<file path="config.mk">
export PLATFORM = sky130hd
export DESIGN_NAME = sonar_scheduler
export DESIGN_NICKNAME = d
export VERILOG_FILES = /design/src/rtl/sonar_scheduler.sv
export SDC_FILE = /design/constraint.sdc
export NUM_CORES = 1
export LEC_CHECK = 0
export CAP_MARGIN = 20
export CORE_AREA = 5 5 81 83
export DETAILED_ROUTE_END_ITERATION = 8
export DIE_AREA = 0 0 86 88
export PLACE_DENSITY = 0.83
export SYNTH_ARGS = -nofsm -noshare
export SYNTH_HDL_FRONTEND = slang
export SYNTH_SLANG_ARGS = --single-unit
</file>
<file path="constraint.sdc">
create_clock -name clk -period 3.9 [get_ports clk]
set_input_delay 0.975 -clock clk [delete_from_list [all_inputs] [get_ports clk]]
set_output_delay 0.975 -clock clk [all_outputs]
set_load 0.05 [all_outputs]
</file>
<file path="src/rtl/sonar_scheduler.sv">
// Round-robin HC-SR04 scheduler: triggers one masked channel per slot and
// measures its echo width in microsecond ticks.
module sonar_scheduler #(
    parameter int unsigned CLK_PER_US  = 40,
    parameter int unsigned NUM_SENSORS = 4,
    parameter int unsigned TRIG_US     = 20,
    parameter int unsigned SLOT_US     = 60000,
    parameter int unsigned MAX_US      = 3552
) (
    input  logic                   clk,
    input  logic                   reset,
    input  logic                   enable,
    input  logic [NUM_SENSORS-1:0] sensor_mask,
    input  logic [NUM_SENSORS-1:0] echo,
    output logic [NUM_SENSORS-1:0] trig,
    output logic                   busy,
    output logic                   result_valid,
    output logic [1:0]             result_id,
    output logic [11:0]            result_us,
    output logic                   result_timeout
);

    localparam int unsigned PRESC_W = (CLK_PER_US > 1) ? $clog2(CLK_PER_US) : 1;
    localparam int unsigned TMR_W   = 16;
    localparam int unsigned ID_W    = 2;
    localparam int unsigned US_W    = 12;

    localparam logic [PRESC_W-1:0] PRESC_LAST = PRESC_W'(CLK_PER_US - 1);
    localparam logic [TMR_W-1:0]   TRIG_LAST  = TMR_W'(TRIG_US - 1);
    localparam logic [TMR_W-1:0]   SLOT_LAST  = TMR_W'(SLOT_US - 1);
    localparam logic [US_W-1:0]    WIDTH_MAX  = US_W'(MAX_US);
    localparam logic [ID_W-1:0]    PTR_RST    = ID_W'(NUM_SENSORS - 1);

    typedef enum logic [2:0] {
        S_IDLE,
        S_TRIG,
        S_WAIT_ECHO,
        S_MEASURE,
        S_DONE,
        S_HOLDOFF
    } state_t;

    state_t                 state_q, state_d;
    logic [PRESC_W-1:0]     presc_q, presc_d;
    logic [NUM_SENSORS-1:0] sync1_q, sync2_q;
    logic [TMR_W-1:0]       timer_q, timer_d;
    logic [US_W-1:0]        width_q, width_d;
    logic [ID_W-1:0]        sel_q, sel_d;
    logic [NUM_SENSORS-1:0] trig_q, trig_d;
    logic                   busy_q, busy_d;
    logic                   result_valid_q, result_valid_d;
    logic [ID_W-1:0]        result_id_q, result_id_d;
    logic [US_W-1:0]        result_us_q, result_us_d;
    logic                   result_timeout_q, result_timeout_d;

    logic                   tick_c;
    logic                   echo_sel_c;
    logic                   any_mask_c;
    logic [ID_W-1:0]        next_sel_c;
    logic [TMR_W-1:0]       timer_inc_c;

    // Free-running microsecond prescaler
    always_comb begin
        tick_c  = (presc_q == PRESC_LAST);
        presc_d = tick_c ? '0 : presc_q + PRESC_W'(1);
    end

    // Synchronized echo of the channel currently being served
    always_comb begin
        echo_sel_c = 1'b0;
        for (int j = 0; j < int'(NUM_SENSORS); j++) begin
            if (sel_q == ID_W'(j)) begin
                echo_sel_c = sync2_q[j];
            end
        end
    end

    // Round robin: lowest masked index above the last served, else wrap to lowest
    always_comb begin
        logic            found_hi;
        logic [ID_W-1:0] hi_sel;
        logic [ID_W-1:0] lo_sel;
        found_hi   = 1'b0;
        hi_sel     = '0;
        lo_sel     = '0;
        any_mask_c = |sensor_mask;
        for (int j = int'(NUM_SENSORS) - 1; j >= 0; j--) begin
            if (sensor_mask[j] && (ID_W'(j) > sel_q)) begin
                found_hi = 1'b1;
                hi_sel   = ID_W'(j);
            end
            if (sensor_mask[j] && (ID_W'(j) <= sel_q)) begin
                lo_sel = ID_W'(j);
            end
        end
        next_sel_c = found_hi ? hi_sel : lo_sel;
    end

    // Slot timer saturates at the last slot tick so it can never wrap
    assign timer_inc_c = (timer_q == SLOT_LAST) ? timer_q : timer_q + TMR_W'(1);

    always_comb begin
        state_d          = state_q;
        timer_d          = timer_q;
        width_d          = width_q;
        sel_d            = sel_q;
        result_valid_d   = 1'b0;
        result_id_d      = result_id_q;
        result_us_d      = result_us_q;
        result_timeout_d = result_timeout_q;

        case (state_q)
            S_IDLE: begin
                timer_d = '0;
                width_d = '0;
                if (tick_c && enable && any_mask_c) begin
                    sel_d   = next_sel_c;
                    state_d = S_TRIG;
                end
            end
            S_TRIG: begin
                if (tick_c) begin
                    timer_d = timer_inc_c;
                    if (timer_q == TRIG_LAST) begin
                        state_d = S_WAIT_ECHO;
                    end
                end
            end
            S_WAIT_ECHO: begin
                if (tick_c) begin
                    timer_d = timer_inc_c;
                    if (echo_sel_c) begin
                        width_d = US_W'(1);
                        state_d = S_MEASURE;
                    end else if (timer_q == SLOT_LAST) begin
                        width_d          = '0;
                        result_timeout_d = 1'b1;
                        state_d          = S_DONE;
                    end
                end
            end
            S_MEASURE: begin
                if (tick_c) begin
                    timer_d = timer_inc_c;
                    if (!echo_sel_c) begin
                        result_timeout_d = 1'b0;
                        state_d          = S_DONE;
                    end else if (timer_q == SLOT_LAST) begin
                        result_timeout_d = 1'b1;
                        state_d          = S_DONE;
                    end else if (width_q != WIDTH_MAX) begin
                        width_d = width_q + US_W'(1);
                    end
                end
            end
            S_DONE: begin
                state_d = S_HOLDOFF;
            end
            S_HOLDOFF: begin
                if (tick_c) begin
                    timer_d = timer_inc_c;
                    if (timer_q == SLOT_LAST) begin
                        timer_d = '0;
                        width_d = '0;
                        if (enable && any_mask_c) begin
                            sel_d   = next_sel_c;
                            state_d = S_TRIG;
                        end else begin
                            state_d = S_IDLE;
                        end
                    end
                end
            end
            default: begin
                state_d = S_IDLE;
            end
        endcase

        // Results are latched on the transition into DONE so they are valid with the strobe
        if (state_d == S_DONE) begin
            result_valid_d = 1'b1;
            result_id_d    = sel_q;
            result_us_d    = width_d;
        end
    end

    always_comb begin
        busy_d = (state_d != S_IDLE);
        trig_d = '0;
        for (int j = 0; j < int'(NUM_SENSORS); j++) begin
            trig_d[j] = (state_d == S_TRIG) && (sel_d == ID_W'(j));
        end
    end

    always_ff @(posedge clk) begin
        if (reset) begin
            state_q          <= S_IDLE;
            presc_q          <= '0;
            sync1_q          <= '0;
            sync2_q          <= '0;
            timer_q          <= '0;
            width_q          <= '0;
            sel_q            <= PTR_RST;
            trig_q           <= '0;
            busy_q           <= 1'b0;
            result_valid_q   <= 1'b0;
            result_id_q      <= '0;
            result_us_q      <= '0;
            result_timeout_q <= 1'b0;
        end else begin
            state_q          <= state_d;
            presc_q          <= presc_d;
            sync1_q          <= echo;
            sync2_q          <= sync1_q;
            timer_q          <= timer_d;
            width_q          <= width_d;
            sel_q            <= sel_d;
            trig_q           <= trig_d;
            busy_q           <= busy_d;
            result_valid_q   <= result_valid_d;
            result_id_q      <= result_id_d;
            result_us_q      <= result_us_d;
            result_timeout_q <= result_timeout_d;
        end
    end

    assign trig           = trig_q;
    assign busy           = busy_q;
    assign result_valid   = result_valid_q;
    assign result_id      = result_id_q;
    assign result_us      = result_us_q;
    assign result_timeout = result_timeout_q;

endmodule
</file>
# Yosys cells after proc, flatten, opt, wreduce, memory -nomap -nowiden
# Index checks and enable logic that the tools add are counted.
[totals]
reg_bits = 68
latchBits = 0
ramBits = 0
romBits = 0
inputBits = 11
out_inout_bits = 21
elab_cells = 127
n_memories = 0
[classes]
add_sub_neg = 3
mul = 0
n_div = 0
order_cmp = 8
n_eq_ne = 22
shifts = 0
n_mux = 55
n_bitwise = 0
n_reduce_logical = 26
[ops]
columns = ["cell", "n"]
rows = [
  ["two-way mux 12 bit", 8],
  ["two-way mux 16 bit", 4],
  ["case mux 12 bit (4 select lines)", 1],
  ["case mux 16 bit (3 select lines)", 1],
  ["two-way mux 3 bit", 10],
  ["two-way mux 2 bit", 13],
  ["case mux 3 bit (6 select lines)", 1],
  ["adder 16 x 1 -> 16 bit (second input constant)", 1],
  ["equality test 16 bit (second input constant)", 1],
  ["equality test 16 x 5 -> 1 bit (second input constant)", 1],
  ["logical AND 1 bit", 15],
  ["two-way mux 1 bit", 15],
  ["adder 12 x 1 -> 12 bit (second input constant)", 1],
  ["inequality test 12 bit (second input constant)", 1],
  ["equality test 3 bit (second input constant)", 3],
  ["equality test 2 bit (second input constant)", 4],
  ["inequality test 2 bit (second input constant)", 4],
  ["adder 6 x 1 -> 6 bit (second input constant)", 1],
  ["equality test 3 x 1 -> 1 bit (second input constant)", 2],
  ["equality test 3 x 2 -> 1 bit (second input constant)", 2],
  ["equality test 6 bit (second input constant)", 1],
  ["nonzero test 3 bit", 2],
  ["equality test 2 x 1 -> 1 bit (second input constant)", 2],
  ["greater-than comparator 1 x 2 -> 1 bit (first input constant)", 2],
  ["14 further kinds", 18],
]

# Longest topological paths before layout
[depth]
depth_word = 13
mapped_depth = 10
depth_no_buf = 8

# Worst setup path after synthesis
# No wires, ideal clock.
[synth_path]
kind = "input-to-reg"
start = "input sensor_mask[1]"
end = "register trig_q[0] (netlist: trig[0])"
setup_ps = 117
t_arrival_ps = 2429
required_time_ps = 3783
setup_slack_ps = 1355
cell_stages = 6
n_path_buf = 0
cell_sequence = "o41ai_1 > inv_1 > a22oi_1 > nor3_1 > nor4_1 > and4b_1"
[synth_between]
elab_chain_cells = 10
word_cells_on_any_way = 25
classes_between = "1 x eq/ne; 17 x mux; 7 x reduce/logical"
[synth_rtl]
columns = ["element", "line", "source"]
rows = [
  ["start: declaration", "13", "input logic [NUM_SENSORS-1:0] sensor_mask,"],
  ["logical AND 1 bit, on equally long branches", "92, 88", ""],
  ["two-way mux 2 bit (tied with other cells) (2 in series)", "92", "if (sensor_mask[j] && (ID_W'(j) <= sel_q)) begin"],
  ["two-way mux 2 bit", "96", "next_sel_c = found_hi ? hi_sel : lo_sel;"],
  ["two-way mux 2 bit", "165", "if (enable && any_mask_c) begin"],
  ["two-way mux 2 bit", "162", "if (timer_q == SLOT_LAST) begin"],
  ["two-way mux 2 bit", "160", "if (tick_c) begin"],
  ["case mux 2 bit (2 select lines)", "112", "case (state_q)"],
  ["logical NOT 2 bit", "191", "trig_d[j] = (state_d == S_TRIG) && (sel_d == ID_W'(j));"],
  ["logical AND 1 bit *", "191", ""],
  ["end signal: assignment", "218", "trig_q <= trig_d;"],
  ["end: declaration", "49", "logic [NUM_SENSORS-1:0] trig_q, trig_d;"],
]
# Mark *: on every way between the ends. The rest lies on a longest branch, timed or not.
# A chain may end at the register's enable or synchronous reset.

# Final worst setup path
# Ends and elaborated chain as after synthesis.

==> results.md <==
- Synth top area share: between 30% and 40%
- Crit path DAT: ~3.3 ns
- Switch Pwr: roughly 270 uW
- F_max: approximately 330 MHz
- CTS clk-pin slew, worst paths: roughly 0.070 ns
- Clock Skew: 0.008817 ns
- Combinational share of power: approximately 2.7%
- Hold Startpoint: sync1_q[2]
- Nets: 452
- Synth-to-layout area growth: 15.24%
- IO Port Bufs: 31
- R2R Path Start: timer_q[5]
- Max-cap violations: 0
- Unique cell type count in the Yosys netlist: 66
- Gr usage total: 22.69%
- Largest net degree at the start of global routing: 60
- Clk buf depth: 2
- Worst Max-Slew Pin Slew: around 1.0 ns
- Worst skew pair latency: about 0.34 ns
- Total chip power: 1.312 mW
- RSZ-0062 raised after global routing: no
- Period utilisation layout: 77.91%
- Int Pwr: between 1 and 1.5 mW
- CP startpoint: sensor_mask[1]
- Dpl hpwl: between 5000 and 6000 um
- Post-synthesis sequential area ratio: 39.87%
- Most frequent cell after synthesis: dfxtp_1
- Post-CTS setup buffer count: 0
- Pwr dens: 333.4 nW/um2
- FF+latch count, synth: around 70
- Area leader, netlist: dfxtp_1
- Die area: 7568 um2
- Top_reg_cell synth: dfxtp_1
- Total clock sinks: between 60 and 70
- CTS Buf Count: 9
- Initial DRT Pass Iterations: 5
- WL/cell: between 15 and 20 um
- Seq pwr share: a little over half
- Setup violators final: 0
- Async SR Flop Fraction: 0%
- Endpoint type of the worst setup path: flop
- Via count: 3229
- Overall die height: between 80 and 90 um
- Synth top cells by count: 68 x dfxtp_1, 37 x nor2_1, 35 x nand2_1
- Synth warn: 0
- Worst Path Max Fanout: 6
- Initial antenna violation count: 0
- First-pass GRT wire length: 13800 um
- Hold/Removal Path Class: reg2reg
- IO Pins: 32
- Initial Util: between 50% and 60%
- Clock Power Share: 43.7%
- Startpoint types: input pin
- Fillcell total: around 490
- Period minus WS final: 3.039 ns
- Die width: roughly 86 um
- Gpl congestion: 0.8471
- Relative slew slack: approximately a third
- Status: finished clean
- Gates resized, CTS repair: 0
- Switch share: roughly a fifth
- Vias in the first global route: 2998
- Setup CP Type: in2reg
- EDFF count, synth: 0
- CP Data Required Time: ~4.1 ns
- CTS H-tree lvls: 3
- Mapped Cells: roughly 410
- Leak Pwr: 1.327 nW
- Total gr overflow: 0
- Nets in the synthesized netlist: roughly 430
- Core Footprint: approximately 5800 um2
- Top post-synthesis cells by area: dfxtp_1 40%, nor2_1 4.1%, nand2_1 3.8%
- # rows: 28
- Detail Route Antenna Nets: 0
- Root Buffer: clkbuf_8
- DRC violations left: 0
- Diode count: 0
- Synth Cell Area: 3415 um2
- Syn_area_per_cell: 8.268 um2
- Initial DRC Count: ~330
- CTS tree: yes
- Hold buffers post-CTS: 0
- Vias per cell: roughly 6.3
- Slew Limit Fails: 0
- Total length of routed wires: 7995 um
- Layout cells sized above 1: between 6 and 7%
- Max IR drop VDD: around 240 uV
- Final hold viol count: 0
- Post-route setup TNS: 0 ns
[cell usage in the layout (no fill, tap or decap), types with 4 or more instances in the layout]
cell             synthesis  final
a211oi_1                 8      8
a21oi_1                 25     25
a22oi_1                  4      4
a31oi_1                 16     16
and3_1                   9      9
buf_4                    1      4
clkbuf_8                 0     11
clkdlybuf4s50_1          0     30
dfxtp_1                 68     68
ha_1                     5      5
inv_1                    9      9
nand2_1                 35     35
nand2b_1                10     10
nand3_1                 16     16
nand4_1                  9      9
nor2_1                  37     37
nor2b_1                 12     12
nor3_1                  18     18
nor4_1                   9      9
nor4b_1                  4      4
o21ai_0                 18     18
or3_1                    4      4
xnor2_1                  5      5
xor2_1                   4      4
[power by group through the flow]
stage / Clock, mW / Sequential (mW) / Combinational (mW)
finish: 0.574 / 0.703 / 0.0349
global route: 0.613 / 0.704 / 0.0385
CTS: 0.584 / 0.703 / 0.0348
detailed placement: 0 / 0.719 / 0.0347
global placement: 0 / 0.719 / 0.0338
floorplan: 0 / 0.718 / 0.0204
[kinds of logic after synthesis]
kind of cell               Yosys count  share of synthesized area (%)
buffers and inverters               33                          3.994
adders and majority gates            7                          2.418
and+or+nand+nor                    187                          29.97
DFF                                 68                          39.87
muxes                                2                         0.9527
AOI/OAI and AO/OA                  107                          20.48
xor gates and xnor gates             9                          2.308
[cell type report]
type                    count  area [um2]  share of cell area (%)
multi-input cells         312        1917                   48.71
flip-flops and latches     68        1361                   34.59
repair buffers             35       335.3                   8.521
clock buffers              12       155.1                   3.943
well taps                  75       93.84                   2.385
inverters                  10       37.54                  0.9539
clock inverters             2       35.03                  0.8903
[sequential cells by signal, indices dropped and copies added, names as in the netlist]
register        count
trig                4
state_q             3
sel_q               2
busy                1
width_q            12
timer_q            16
result_timeout      1
result_us          12
sync1_q             4
result_id           2
result_valid        1
presc_q             6
sync2_q             4
[worst paths after layout]
check                                     to  slack [ns]  cells past startpoint
worst max-delay path                 trig[0]        0.86                      7
worst min-delay path              sync2_q[2]        0.44                      1
worst max register to register  result_us[9]        1.13                      6
worst min register to register    sync2_q[2]        0.44                      1
[critical path, cell delays in order]
cell             delay (ns)
clkdlybuf4s50_1        0.47
o41ai_1                0.49
inv_1                  0.10
a22oi_1                0.15
nor3_1                 0.06
nor4_1                 0.75
and4b_1                0.27
[routing by layer]
layer / share of wire [%] / wire length [um] / vias up / track usage [%]
met3: 5.7 / 457 / 13 / 5.362
met2: 49 / 3905 / 117 / 38.19
met5: 0 / 0 / - / 0
li1: - / - / 1586 / -
met4: 1.7 / 133 / 0 / 8.058
met1: 44 / 3498 / 1513 / 28.47
[stage by stage]
step | util [%] | setup slack (ns) | std cells | hold WS (ns) | instance area, um2
after detailed placement | 64.78 | 0.5873 | 500 | 0.4204 | 3745
after CTS | 68.07 | 0.9060 | 514 | 0.4391 | 3935
after global placement | 64.78 | 0.6278 | 500 | 0.4189 | 3745
after floorplan | - | 1.355 | 413 | 0.4138 | 3415
final | 68.07 | 0.8613 | 514 | 0.4372 | 3935
after global routing | 68.07 | 0.6234 | 514 | 0.4674 | 3935
Power figures use the tool's default switching activity.
